**src/rtl/squash_pkg.sv**
```systemverilog
// Shared types and constants for the solo_squash input front end.
package squash_pkg;

  localparam int NUM_BTN   = 4;
  localparam int BTN_PAUSE = 0;
  localparam int BTN_NEW   = 1;
  localparam int BTN_DOWN  = 2;
  localparam int BTN_UP    = 3;

  typedef enum logic [1:0] {
    ST_ATTRACT = 2'd0,
    ST_START   = 2'd1,
    ST_PLAY    = 2'd2,
    ST_PAUSED  = 2'd3
  } state_t;

endpackage

```
**src/rtl/squash_debounce.sv**
```systemverilog
// Two-flop synchroniser plus counter debounce for one active-low button.
// fall pulses for one cycle after the debounced level goes 1->0.
module squash_debounce #(
  parameter int DB_BITS = 16
) (
  input  logic clk,
  input  logic reset_n,
  input  logic raw_n,
  output logic deb_n,
  output logic fall
);

  localparam logic [DB_BITS-1:0] DB_MAX = '1;

  logic               sync1_q, sync1_d;
  logic               sync2_q, sync2_d;
  logic               deb_q, deb_d;
  logic               fall_q, fall_d;
  logic [DB_BITS-1:0] cnt_q, cnt_d;

  always_comb begin
    sync1_d = raw_n;
    sync2_d = sync1_q;
    deb_d   = deb_q;
    fall_d  = 1'b0;
    cnt_d   = '0;
    if (sync2_q != deb_q) begin
      if (cnt_q == DB_MAX) begin
        deb_d  = sync2_q;
        fall_d = deb_q;
      end else begin
        cnt_d = cnt_q + DB_BITS'(1);
      end
    end
  end

  always_ff @(posedge clk or negedge reset_n) begin
    if (!reset_n) begin
      sync1_q <= 1'b1;
      sync2_q <= 1'b1;
      deb_q   <= 1'b1;
      fall_q  <= 1'b0;
      cnt_q   <= '0;
    end else begin
      sync1_q <= sync1_d;
      sync2_q <= sync2_d;
      deb_q   <= deb_d;
      fall_q  <= fall_d;
      cnt_q   <= cnt_d;
    end
  end

  assign deb_n = deb_q;
  assign fall  = fall_q;

endmodule

```
**src/rtl/squash_input_ctrl.sv**
```systemverilog
// Button front end for solo_squash: debounce, game-session FSM, idle timeout.
//   state      | meaning
//   ST_ATTRACT | demo/attract, core paused, waits for new_game press
//   ST_START   | new_game held to core for at least one full frame
//   ST_PLAY    | game running, paddle keys passed through
//   ST_PAUSED  | game frozen, paddle keys forced released
module squash_input_ctrl
  import squash_pkg::*;
#(
  parameter int DB_BITS     = 16,
  parameter int IDLE_FRAMES = 1800
) (
  input  logic               clk,
  input  logic               reset_n,
  input  logic [NUM_BTN-1:0] btn_n,
  input  logic               frame_tick,
  output logic               game_pause_n,
  output logic               game_new_game_n,
  output logic               game_down_n,
  output logic               game_up_n,
  output logic [1:0]         state
);

  localparam bit IDLE_EN = (IDLE_FRAMES > 0);
  localparam int IW      = IDLE_EN ? $clog2(IDLE_FRAMES + 1) : 1;
  localparam logic [IW-1:0] IDLE_LAST = IW'(IDLE_EN ? IDLE_FRAMES - 1 : 0);
  localparam logic [IW-1:0] IDLE_SAT  = IW'(IDLE_EN ? IDLE_FRAMES : 0);

  logic [NUM_BTN-1:0] deb_n;
  logic [NUM_BTN-1:0] fall;

  for (genvar i = 0; i < NUM_BTN; i++) begin : gen_db
    squash_debounce #(.DB_BITS(DB_BITS)) u_db (
      .clk     (clk),
      .reset_n (reset_n),
      .raw_n   (btn_n[i]),
      .deb_n   (deb_n[i]),
      .fall    (fall[i])
    );
  end

  state_t        state_q, state_d;
  logic          tick_seen_q, tick_seen_d;
  logic [IW-1:0] idle_q, idle_d;
  logic          pause_n_q, pause_n_d;
  logic          new_n_q, new_n_d;
  logic          down_n_q, down_n_d;
  logic          up_n_q, up_n_d;
  logic          new_press, pause_press, idle_expire;

  assign new_press   = fall[BTN_NEW];
  assign pause_press = fall[BTN_PAUSE];
  assign idle_expire = IDLE_EN && frame_tick && (idle_q == IDLE_LAST) &&
                       ((state_q == ST_PLAY) || (state_q == ST_PAUSED));

  always_comb begin
    state_d     = state_q;
    tick_seen_d = 1'b0;
    idle_d      = idle_q;

    case (state_q)
      ST_ATTRACT: if (new_press) state_d = ST_START;
      ST_START: begin
        if (new_press)                     state_d = ST_START;
        else if (frame_tick && tick_seen_q) state_d = ST_PLAY;
      end
      ST_PLAY: begin
        if (new_press)        state_d = ST_START;
        else if (pause_press) state_d = ST_PAUSED;
        else if (idle_expire) state_d = ST_ATTRACT;
      end
      ST_PAUSED: begin
        if (new_press)        state_d = ST_START;
        else if (pause_press) state_d = ST_PLAY;
        else if (idle_expire) state_d = ST_ATTRACT;
      end
      default: state_d = ST_ATTRACT;
    endcase

    // A re-press in START counts as a fresh entry, so the frame count restarts.
    if ((state_q == ST_START) && (state_d == ST_START) && !new_press)
      tick_seen_d = tick_seen_q | frame_tick;

    if ((|fall) || !(&deb_n) || (state_d != state_q))
      idle_d = '0;
    else if (frame_tick && (idle_q != IDLE_SAT))
      idle_d = idle_q + IW'(1);

    pause_n_d = (state_d == ST_START) || (state_d == ST_PLAY);
    new_n_d   = (state_d != ST_START);
    down_n_d  = (state_d == ST_PLAY) ? deb_n[BTN_DOWN] : 1'b1;
    up_n_d    = (state_d == ST_PLAY) ? deb_n[BTN_UP]   : 1'b1;
  end

  always_ff @(posedge clk or negedge reset_n) begin
    if (!reset_n) begin
      state_q     <= ST_ATTRACT;
      tick_seen_q <= 1'b0;
      idle_q      <= '0;
      pause_n_q   <= 1'b0;
      new_n_q     <= 1'b1;
      down_n_q    <= 1'b1;
      up_n_q      <= 1'b1;
    end else begin
      state_q     <= state_d;
      tick_seen_q <= tick_seen_d;
      idle_q      <= idle_d;
      pause_n_q   <= pause_n_d;
      new_n_q     <= new_n_d;
      down_n_q    <= down_n_d;
      up_n_q      <= up_n_d;
    end
  end

  assign state           = state_q;
  assign game_pause_n    = pause_n_q;
  assign game_new_game_n = new_n_q;
  assign game_down_n     = down_n_q;
  assign game_up_n       = up_n_q;

endmodule

```
**config.mk**
```make
export PLATFORM = sky130hd
export DESIGN_NAME = squash_input_ctrl
export DESIGN_NICKNAME = d
export VERILOG_FILES = /design/src/rtl/squash_pkg.sv /design/src/rtl/squash_debounce.sv /design/src/rtl/squash_input_ctrl.sv
export SDC_FILE = /design/constraint.sdc
export NUM_CORES = 1
export LEC_CHECK = 0
export ABC_AREA = 1
export CAP_MARGIN = 20
export CORE_MARGIN = 2
export CORE_UTILIZATION = 55
export CTS_CLUSTER_DIAMETER = 30
export CTS_CLUSTER_SIZE = 30
export DETAILED_ROUTE_END_ITERATION = 16
export HOLD_SLACK_MARGIN = 0.06
export PLACE_DENSITY = 0.72
export SLEW_MARGIN = 20
export SYNTH_ARGS = -nofsm -noshare
export SYNTH_HDL_FRONTEND = slang
export SYNTH_SLANG_ARGS = --single-unit
```
**constraint.sdc**
```tcl
create_clock -name clk -period 4.88 [get_ports clk]
set_input_delay 0.732 -clock clk [delete_from_list [all_inputs] [get_ports clk]]
set_output_delay 0.732 -clock clk [all_outputs]
set_load 0.01 [all_outputs]
```
======== After elaboration in Yosys (flattened, before gate mapping) ========
Cells that the tools add are included.
storage, ports and cells
  register bits after elaboration ......... 98
  bits of input ports ..................... 7
  word-level logic and storage cells ...... 100
cells by class
  add/sub/neg operators ................... 5
  equality and inequality tests ........... 17
  muxes and demuxes ....................... 30
  bitwise operators ....................... 1
  reduce and logical (&&, ||, !) cells .... 20
operators by type and width
  kind                   count
  $mux 16                8
  $add 16x1->16 const B  4
  $eq 16x16->1 const B   4
  $mux 11                2
  $mux 2                 8
  $add 11x1->11 const B  1
  $eq 11x11->1 const B   1
  $mux 1                 11
  $ne 11x11->1 const B   1
  $pmux 2 s4             1
  $reduce_and 2->1       4
  $eq 2x2->1 const B     3
  $logic_and 1x1->1      6
  $eq 2x1->1 const B     2
  $logic_or 1x1->1       4
  $ne 1x1->1             4
  $reduce_and 4->1       1
  $reduce_or 4->1        1
  $logic_not 1->1        2
  $logic_not 2->1        1
  $ne 2x1->1 const B     1
  $ne 2x2->1             1
  $reduce_bool 2->1      1
  $or 1x1->1             1

======== Longest topological paths before layout ========
Gate-level depths: netlist of the first run.
  depth in word-level cells ............... 11
  mapped depth ............................ 13

======== Cells and area by module ========
A second synthesis of the first run with hierarchy kept.
unflattened totals
  cell total of the unflattened synthesis .. 618
  area total of the unflattened synthesis .. 5042.3 µm²
modules (own cells, without submodules)
  module             instances  cells each  area an instance (µm²)
  squash_debounce    4          123         1004.7
  squash_input_ctrl  1          126         1023.5

======== Least setup slack after synthesis of the first run ========
No wires, ideal clock.
  kind .................................... input -> register
  start point ............................. input port frame_tick
  end point ............................... register tick_seen_q
  arrival time ............................ 1532 ps
  data required time ...................... 4748 ps
  setup slack ............................. 3216 ps
  cell stages on the path ................. 12
  cells stage by stage .................... nand3_1 -> nor2_1 -> nand2_1 -> nand2_1 -> nand2_1 -> nand2_1 -> nand2_1 -> nand2_1 -> inv_1 -> ha_1 -> inv_1 -> nor3_1
on the way
  cells in the longest elaborated chain, start to end .. 10
  elaborated cells between the ends (all ways) .. 16
  classes of those cells .................. eq/ne (1); mux (9); bitwise (1); reduce/logical (5)
ends and longest elaborated chain
  element                         line                                              text
  start, declared                 squash_input_ctrl.sv:16                           input logic frame_tick,
  $logic_and 1x1->1 (2 in a row)  squash_input_ctrl.sv:53                           assign idle_expire = IDLE_EN && frame_tick && (idle_q == IDLE_LAST) &&
  $mux 2                          squash_input_ctrl.sv:70, squash_input_ctrl.sv:75
  $mux 2 (on tied branches)       squash_input_ctrl.sv:74, squash_input_ctrl.sv:69
  $mux 2 (on tied branches)       squash_input_ctrl.sv:73, squash_input_ctrl.sv:68
  $pmux 2 s4                      squash_input_ctrl.sv:61                           case (state_q)
  $eq 2x1->1                      squash_input_ctrl.sv:81                           if ((state_q == ST_START) && (state_d == ST_START) && !new_press)
  $logic_and 1x1->1 (2 in a row)  squash_input_ctrl.sv:81
  $mux 1 (*)                      squash_input_ctrl.sv:81
  named net tick_seen_d           squash_input_ctrl.sv:43                           logic tick_seen_q, tick_seen_d;
  end signal, assigned            squash_input_ctrl.sv:106                          tick_seen_q <= tick_seen_d;
  end, declared                   squash_input_ctrl.sv:43
Mark *: on every way through the listed nets, which the timed path passes. The rest lies on a longest branch.
A chain may end at the register's enable or synchronous reset.

======== Worst setup path after layout of the first run ========
  start point ............................. register state_q[1] (netlist: state[1])
  end point ............................... output port state[1]
RTL lines
  element                 line                      text
  start, declared         squash_input_ctrl.sv:42   state_t state_q, state_d;
  start signal, assigned  squash_input_ctrl.sv:105  state_q <= state_d;
  end, declared           squash_input_ctrl.sv:21   output logic [1:0] state
No word-level cell between the ends.

==> metrics.txt, run 1 <==
Worst Path Buf+Inv 1; Initial Util between 50% and 60%; Clock Skews between 0.015 and 0.02 ns; Hold Path Class register to register; Post-Syn Nets about 650; GRT Util Overall a little over a fifth; Pwr Density 252 nW/µm²; first-pass iteration count of the detailed router 4; setup TNS 0 ns; worst path cell trace clkdlybuf4s50_1; uppermost routed layer met4; largest net degree at the start of global routing 51; Req. time, crit path just over 4 ns; Antenna diodes 0; Clock Latency Late Sink approximately 0.36 ns; Met1 Routed Length 4.86 mm; Post-Synthesis Cells approximately 640; #FFs+latches synth 98; Post-CTS Setup Inserts 0; slowest library cell on the worst path clkdlybuf4s50_1; clk buf depth 2; Num Clock Sinks 98; ys async rst share 100%; TritonCTS Buffers 9; WL final 10.0 mm; final hold vios 0; DIE AREA between 10000 and 15000 µm²; Max-slew headroom a little under half; synth warn 0; register area around 2500 µm²; Via Count between 4000 and 5000; VDD IR max 0.173 mV; Worst setup SP type register; Avg Cell Area, Syn slightly above 8 µm²; endpoint type of the worst setup path output pin; RePlAce Congestion 0.903; worst-margin pin slew about 0.82 ns; antenna violations before repair 0; post-synthesis sequential area ratio 46.7%; Clk pin slew, worst setup/hold paths roughly 0.09 ns; RSZ-0062 raised after global routing no; CTS tree yes; Hold Buf Count CTS 0; Die Span X slightly above 100 µm; critical path type register to output pin; Resized cells post-CTS 0; mean routed wirelength per cell approximately 13 µm; Root Buffer Master clkbuf_8; vias in the first global route about 4000; hpwl dp between 7 and 8 mm; Yosys cell types 35; Post-Syn Area ~5300 µm²; Final Net Count 673; Main synth FF type dfrtp_1; status finished clean; met3 wire len 258 µm; met2 wire length 4.74 mm; Fill cells about 840; H-tree depth 3; crit-path max cell delay just under 0.6 ns; Max-Cap Viols 0; DRC violations left 0; Die H around 100 µm; Rows 35; Ports 13; crit path max fanout 6; max-slew violations 0; vias per std cell between 5 and 6; fraction of layout cells with a size suffix above 1 15.1%; Area Overhead vs Synth 9.32%; critical path's top delay family buffers and inverters; first-pass GRT wire length around 18 mm; I/O Buffers 12; Core Region 9280 µm²; Final min period 2.16 ns; Tcrit/Tclk final approximately 44%; Area after DPL between 5000 and 6000 µm²; crit path DAT ~1.4 ns; Max Fclk approximately 0.46 GHz; Initial DRC Count 188; Post-synth EDFFs 0; DRT antenna net count 0; final design area excluding fillers between 5000 and 6000 µm²; Final setup viols 0; area taken by multi-input logic gates between 2000 and 3000 µm²; P_leak approximately 2.4 nW; GRT overflow 0
metal layers:
layer  vias to the layer above  GRT usage, %
li1                       2100             -
met1                      1933          29.2
met5                         -             0
met3                        15          3.28
met4                         0          7.18
met2                        53          35.6
power breakdown:
group          leakage (nW)  total [mW]  internal, mW  switching, mW
combinational          1.04      0.0501        0.0145         0.0356
sequential             1.31       0.834         0.826        0.00814
clock                 0.103       0.572         0.290          0.282
total                  2.45        1.46          1.13          0.325
cell families (layout without fill, tap and decap cells):
family          after synthesis  in the layout  share of synthesized area, %
mux                           1              1                         0.189
buf+inv                      79            105                          5.65
flops                        98             98                          46.7
simple gates                391            391                          37.1
xor+xnor                     25             25                          4.42
fa+ha+maj                     8              8                          1.89
compound gates               35             35                          4.02
metrics by stage:
stage	total power [mW]	setup WS, ns	cells	utilization, %	hold WS, ns
2_1_floorplan	0.871	3.22	637	-	0.345
3_3_place_gp	0.899	2.48	776	60.0	0.346
3_5_place_dp	0.901	2.44	776	60.0	0.347
4_1_cts	1.47	2.71	792	62.3	0.360
5_1_grt	1.52	2.68	792	62.3	0.363
6_report	1.46	2.72	792	62.3	0.359
path summary, 6_finish.rpt:
kind	start	endpoint	slack (ns)	cells after the start
max	state[1]	state[1]	2.72	1
min	gen_db[3].u_db.sync1_q	gen_db[3].u_db.sync2_q	0.36	0
max reg2reg	idle_q[0]	tick_seen_q	3.10	13
min reg2reg	gen_db[3].u_db.sync1_q	gen_db[3].u_db.sync2_q	0.36	0
max in group asynchronous	reset_n	gen_db[1].u_db.cnt_q[8]	3.45	2
min in group asynchronous	reset_n	gen_db[2].u_db.cnt_q[4]	0.38	1
cell usage after synthesis, types with 3 or more instances:
cell	count	share of area, %
nor3_1	28	2.6
nor3b_2	3	0.71
nand3_1	51	4.8
dfrtp_1	83	39
o21ai_0	8	0.76
nand4_1	28	3.3
nor3_2	6	1.1
nand2_1	127	9.0
o21bai_1	12	1.7
nor2_1	98	7.0
nor2_4	11	2.3
xor2_1	16	2.6
o21ai_1	3	0.28
nand2_2	10	1.2
inv_2	10	0.71
nand2_4	4	0.85
nor3b_1	4	0.57
nor2_2	14	1.7
ha_1	8	1.9
inv_1	65	4.6
a21oi_1	9	0.85
dfstp_2	15	7.5
xnor2_1	7	1.2
cells in the final DEF, fill, tap and decap left out, types with 4 or more instances in the layout:
cell type / synthesis / layout
nor2_2: 14 / 14
nor2_4: 11 / 11
a21oi_1: 9 / 9
nand3_1: 51 / 51
nand4_1: 28 / 28
dfstp_2: 15 / 15
inv_2: 10 / 10
ha_1: 8 / 8
nand2_2: 10 / 10
nand2_4: 4 / 4
nor3_1: 28 / 28
nor3_2: 6 / 6
clkbuf_8: 0 / 9
nor2_1: 98 / 98
xor2_1: 16 / 16
inv_1: 65 / 65
xnor2_1: 7 / 7
o21bai_1: 12 / 12
o21ai_0: 8 / 8
nor3b_1: 4 / 4
nand2_1: 127 / 127
dfrtp_1: 83 / 83
clkdlybuf4s50_1: 0 / 11
sequential cells by signal (all words and copies together), names as in the netlist, 2 cells and up:
register and flops:
gen_db.u_db.sync1_q 4, gen_db.u_db.cnt_q 64, state 2, idle_q 11, gen_db.u_db.fall 4, gen_db.u_db.deb_n 4
gen_db.u_db.sync2_q 4
final cells by class:
cell class              instances  share of cell area, %
well taps                     129                   2.79
multi-input cells             460                   43.6
repair buffers                 14                   2.29
clock inverters                 6                   1.54
flip-flops and latches         98                   42.7
clock buffers                  10                   2.21
inverters                      75                   4.87
Power figures use the tool's default switching activity.
==> run 2: changes to the inputs <==
- PLACE_DENSITY: 0.72 -> 0.75
- clock period: 4.88 -> 1.9 ns (I/O delays scaled with it)
==> metrics.txt, run 2 (synthesized netlist as in run 1, its figures left out) <==
status finished clean; Worst setup SP type register; I/O Buffers 12 (unchanged); RSZ-0062 raised after global routing no; TritonCTS Buffers 9 (unchanged); clk buf depth 2 (unchanged); Via Count 4139 (+0.93%); DRT antenna net count 0 (unchanged); hpwl dp 7.26 mm (+1.0%); Max Fclk a little under 0.6 GHz; Resized cells post-CTS 0 (unchanged); DRC violations left 0 (unchanged); HP Start btn_n[0]; CTS tree yes; Req. time, crit path 1.62 ns (-2.53 ns); critical path's top delay family buffers and inverters; Max-slew headroom 70.4% (+25 points); top flop regs gen_db.u_db.cnt_q x64, idle_q x11; vias in the first global route 3991 (-0.57%); Clock Latency Late Sink 0.36 ns (about the same); commonest non-fill, non-tap cell in the layout nand2_1; r2r setup slk 0.21 ns (-2.89 ns); VDD IR max 0.415 mV (+140%); endpoint type of the worst setup path output pin; Tcrit/Tclk final 89.7%; slowest library cell on the worst path clkdlybuf4s50_1; Final setup viols 0 (unchanged); largest net degree at the start of global routing 42 (-18%); Core Region 9280 µm² (unchanged); Final min period 1.70 ns; Initial DRC Count 127 (-32%); P_leak 2.48 nW (+1.4%); Pwr Density 605 nW/µm² (+140%); mean routed wirelength per cell 12.2 µm (-3.5%); worst path cell trace clkdlybuf4s50_1; final non-filler cell total 800 (+1.0%); Rows 35 (unchanged); reg2reg start idle_q[0]; WL final 9.77 mm (-2.5%); Clk pin slew, worst setup/hold paths 0.09 ns (about the same); Max-Cap Viols 0 (unchanged); Num Clock Sinks 98 (unchanged); Top reg by flops gen_db.u_db.cnt_q; max reg flops 64 (unchanged); Fill cells 823 (-1.9%); DIE AREA 10400 µm² (unchanged); hold path cells 1 (+1); Hold Path Class primary input to register; crit path DAT 1.42 ns (about the same); GRT Util Overall 20.8% (-0.68 points); max-slew violations 0 (unchanged); first-pass GRT wire length 17.4 mm (-3.0%); Worst Path Buf+Inv 1 (unchanged); worst r2r path cells 13 (unchanged); GRT overflow 0 (unchanged); Reg2Reg Capture Point tick_seen_q; fraction of layout cells with a size suffix above 1 15.8% (+0.71 points); Die H 102 µm (unchanged); Final Net Count 681 (+1.2%); Clock Skews 0.00915 ns (-0.00832 ns); crit-path max cell delay 0.58 ns (about the same); Root Buffer Master clkbuf_8; worst-margin pin slew 0.443 ns (-0.378 ns); Antenna diodes 0 (unchanged); Area Overhead vs Synth 10.1%; H-tree depth 3 (unchanged); crit path max fanout 6 (unchanged); Power, Total 3.52 mW (+140%); critical path type register to output pin; Initial Util 57.0% (unchanged); Placed Instances 783 (+0.90%); RePlAce Congestion 0.879 (-2.7%); WHS Endpoint gen_db[0].u_db.sync1_q; vias per std cell 5.17 (about the same); final hold vios 0 (unchanged); Ports 13 (unchanged); antenna violations before repair 0 (unchanged); most frequent cells in the layout nand2_1 (127), nor2_1 (98), dfrtp_1 (83); first-pass iteration count of the detailed router 4 (unchanged); Die Span X 102 µm (unchanged)
==> run 2: cell types whose count changed in the layout (fill, tap and decap cells not counted), sizes merged <==
cell / before / now
clkinv: 1 / 2
bufinv: 2 / 0
buf: 3 / 10
dlygate4sd3: 0 / 1
clkinvlp: 2 / 0
clkbuf: 10 / 13
==> run 2: how the worst max path moves through the flow <==
stage               start           end  slack, ns  cells after the start
6_report         state[1]      state[1]       0.20                      1
2_1_floorplan   idle_q[0]   tick_seen_q       0.36                     13
5_1_grt         idle_q[0]   tick_seen_q       0.01                     13
3_5_place_dp   frame_tick  game_pause_n     -0.004                      8
3_3_place_gp   frame_tick   tick_seen_q       0.06                     13
4_1_cts         game_up_n     game_up_n       0.17                      1
==> run 2: repair_timing <==
item,CTS,global route
setup buffers,0,0
hold endpoints to repair,17,0
hold buffers,1,0
==> run 2: layout make-up <==
type | count | area (µm²) | area share, %
Inverter | 75 | 282 | 4.83
Tap cell | 129 | 161 | 2.77
Clock inverter | 3 | 22.5 | 0.387
Timing Repair Buffer | 22 | 208 | 3.57
Clock buffer | 13 | 159 | 2.73
Multi-Input combinational cell | 460 | 2520 | 43.3
Sequential cell | 98 | 2470 | 42.4
==> run 2: where the power goes <==
part           switching [mW]  internal [mW]
combinational          0.0930         0.0485
clock                   0.687          0.555
sequential             0.0206           2.12
==> run 2: metal layers <==
layer,vias to the layer above,wire length [µm],GRT usage (%)
met1,1957,4700,28.3
met5,-,0,0
li1,2126,-,-
met3,14,217,3.01
met2,42,4700,34.2
met4,0,152,7.90
==> run 2: stage by stage <==
stage	util [%]	setup slack [ns]	instance area, µm²	TNS [ns]	hold WS, ns
CTS	62.7	0.173	5820	0	0.311
finish	62.7	0.195	5820	0	0.329
global placement	60.7	0.0603	5630	0	0.188
floorplan	-	0.364	5290	0	-0.0106
detailed placement	60.7	-0.00387	5630	-0.00387	0.193
global route	62.7	0.0150	5820	0	0.309
==> run 3: changes to the inputs <==
- PLACE_DENSITY: 0.75 -> not set
- PLACE_DENSITY_LB_ADDON: not set -> 0.15
==> metrics.txt, run 3 (synthesized netlist as in run 1, its figures left out) <==
commonest non-fill, non-tap cell in the layout nand2_1; Power, Total 3.54 mW (+0.56%); most frequent cells in the layout nand2_1 (126), nor2_1 (97), dfrtp_1 (83); first-pass iteration count of the detailed router 4 (unchanged); mean routed wirelength per cell 12.4 µm (+1.7%); fraction of layout cells with a size suffix above 1 16.4% (+0.60 points); Initial Util 57.0% (unchanged); Top reg by flops gen_db.u_db.cnt_q; Max-slew headroom 68.5% (-1.9 points); clock group share of total power 35.6% (+0.4 points); Clock Latency Late Sink 0.37 ns (about the same); first-pass GRT wire length 17.9 mm (+2.9%); worst-margin pin slew 0.470 ns (+0.0272 ns); crit path DAT 1.95 ns (+0.53 ns); Seq pwr share 60.5% (-0.3 points); I/O Buffers 12 (unchanged); Req. time, crit path 2.14 ns (+0.52 ns); Sw Pwr 0.876 mW (+9.5%); Hold Path Class primary input to register; WL final 9.93 mm (+1.7%); Rows 35 (unchanged); Final setup viols 0 (unchanged); RSZ-0062 raised after global routing no; Final Net Count 681 (unchanged); Worst setup SP type register; Tcrit/Tclk final 90.3% (+0.55 points); crit path max fanout 5 (-1); GRT Util Overall 21.3% (+0.50 points); vias in the first global route 4007 (+0.40%); Max-Cap Viols 0 (unchanged); sw frac 24.7% (+2.0 points); Placed Instances 781 (-0.26%); RePlAce Congestion 0.873 (-0.59%); Ports 13 (unchanged); Area Overhead vs Synth 10.2%; largest net degree at the start of global routing 49 (+17%); vias per std cell 5.20 (+0.56%); antenna violations before repair 0 (unchanged); DIE AREA 10400 µm² (unchanged); Via Count 4162 (+0.56%); TritonCTS Buffers 9 (unchanged); Pwr Density 608 nW/µm² (+0.43%); P_leak 2.48 nW (+0.20%); final hold vios 0 (unchanged); Clock Skews 0.0196 ns (+0.0105 ns); status finished clean; hpwl dp 7.39 mm (+1.8%); Root Buffer Master clkbuf_8; clk buf depth 2 (unchanged); top flop regs gen_db.u_db.cnt_q x64, idle_q x11; max reg flops 64 (unchanged); critical path type register to register; Num Clock Sinks 98 (unchanged); endpoint type of the worst setup path register; Initial DRC Count 159 (+25%); Combinational Power Share 3.9% (about the same); H-tree depth 3 (unchanged); final non-filler cell total 800 (unchanged); Core Region 9280 µm² (unchanged); VDD IR max 0.362 mV (-13%); Antenna diodes 0 (unchanged); Max Fclk 0.583 GHz (-0.61%); Clk pin slew, worst setup/hold paths 0.11 ns (+0.02 ns); CTS tree yes; GRT overflow 0 (unchanged); Die H 102 µm (unchanged); Die Span X 102 µm (unchanged); DRT antenna net count 0 (unchanged); P_int 2.67 mW (-2.1%); DRC violations left 0 (unchanged); Final min period 1.72 ns (+0.0105 ns); max-slew violations 0 (unchanged)
-- run 3: changes by cell type in the layout (fill, tap and decap cells not counted), sizes merged --
cell    change
inv         +2
clkbuf      -4
clkinv      +2
-- run 3: power by group through the flow --
stage	registers (mW)	logic (mW)	clock network (mW)
4_1_cts	2.14	0.145	1.32
3_5_place_dp	2.18	0.143	0
5_1_grt	2.15	0.162	1.41
2_1_floorplan	2.18	0.0608	0
3_3_place_gp	2.18	0.138	0
6_report	2.14	0.140	1.26
-- run 3: worst paths after layout --
kind,startpoint,to,slack [ns],depth (start not counted)
min in group asynchronous,reset_n,gen_db[2].u_db.cnt_q[6],0.39,2
max in group asynchronous,reset_n,game_up_n,0.83,3
max reg2reg,idle_q[1],tick_seen_q,0.18,13
max,idle_q[1],tick_seen_q,0.18,13
min reg2reg,gen_db[1].u_db.sync1_q,gen_db[1].u_db.sync2_q,0.36,0
min,btn_n[0],gen_db[0].u_db.sync1_q,0.33,1
-- run 3: worst max-delay path, stage by stage, from the launching register on --
cell and delay, ns:
dfrtp_1 0.40, ha_1 0.19, nand2_2 0.10, nor2_2 0.14
nand2_1 0.07, nand2_1 0.06, nand2_1 0.04, nand2_1 0.05
nand2_1 0.05, nand2_1 0.11, inv_1 0.06, ha_1 0.18
inv_1 0.08, nor3_1 0.05
-- run 3: final cells by class --
type | count | area [µm²]
timing repair buffer | 22 | 208
clock inverter | 7 | 60.1
sequential | 98 | 2470
inverter | 75 | 282
multi-input combinational | 460 | 2520
tap | 129 | 161
fill | 866 | 3450
clock buffer | 9 | 124
-- run 3: timing repair --
action,in CTS,in global routing
setup buffers,0,2
hold buffers,1,0
endpoints found under the setup margin,0,2
hold endpoints to repair,26,0
resized for setup,0,2
-- run 3: stage by stage --
step | TNS, ns | hold WS (ns) | utilization [%] | instance area (µm²) | setup WS [ns]
6_report | 0 | 0.331 | 62.8 | 5830 | 0.185
5_1_grt | 0 | 0.298 | 62.8 | 5830 | 0.0371
4_1_cts | 0 | 0.305 | 62.6 | 5810 | 0.0946
3_5_place_dp | -0.0285 | 0.244 | 60.5 | 5620 | -0.0285
3_3_place_gp | 0 | 0.240 | 60.5 | 5620 | 0.0779
2_1_floorplan | 0 | -0.0106 | - | 5290 | 0.364
-- run 3: layer usage --
metal	part of all wire (%)	vias up	global-route usage, %
li1	-	2118	-
met2	48	71	34.7
met5	0	-	0
met4	1.1	0	6.46
met1	48	1965	29.5
met3	3.0	8	3.69
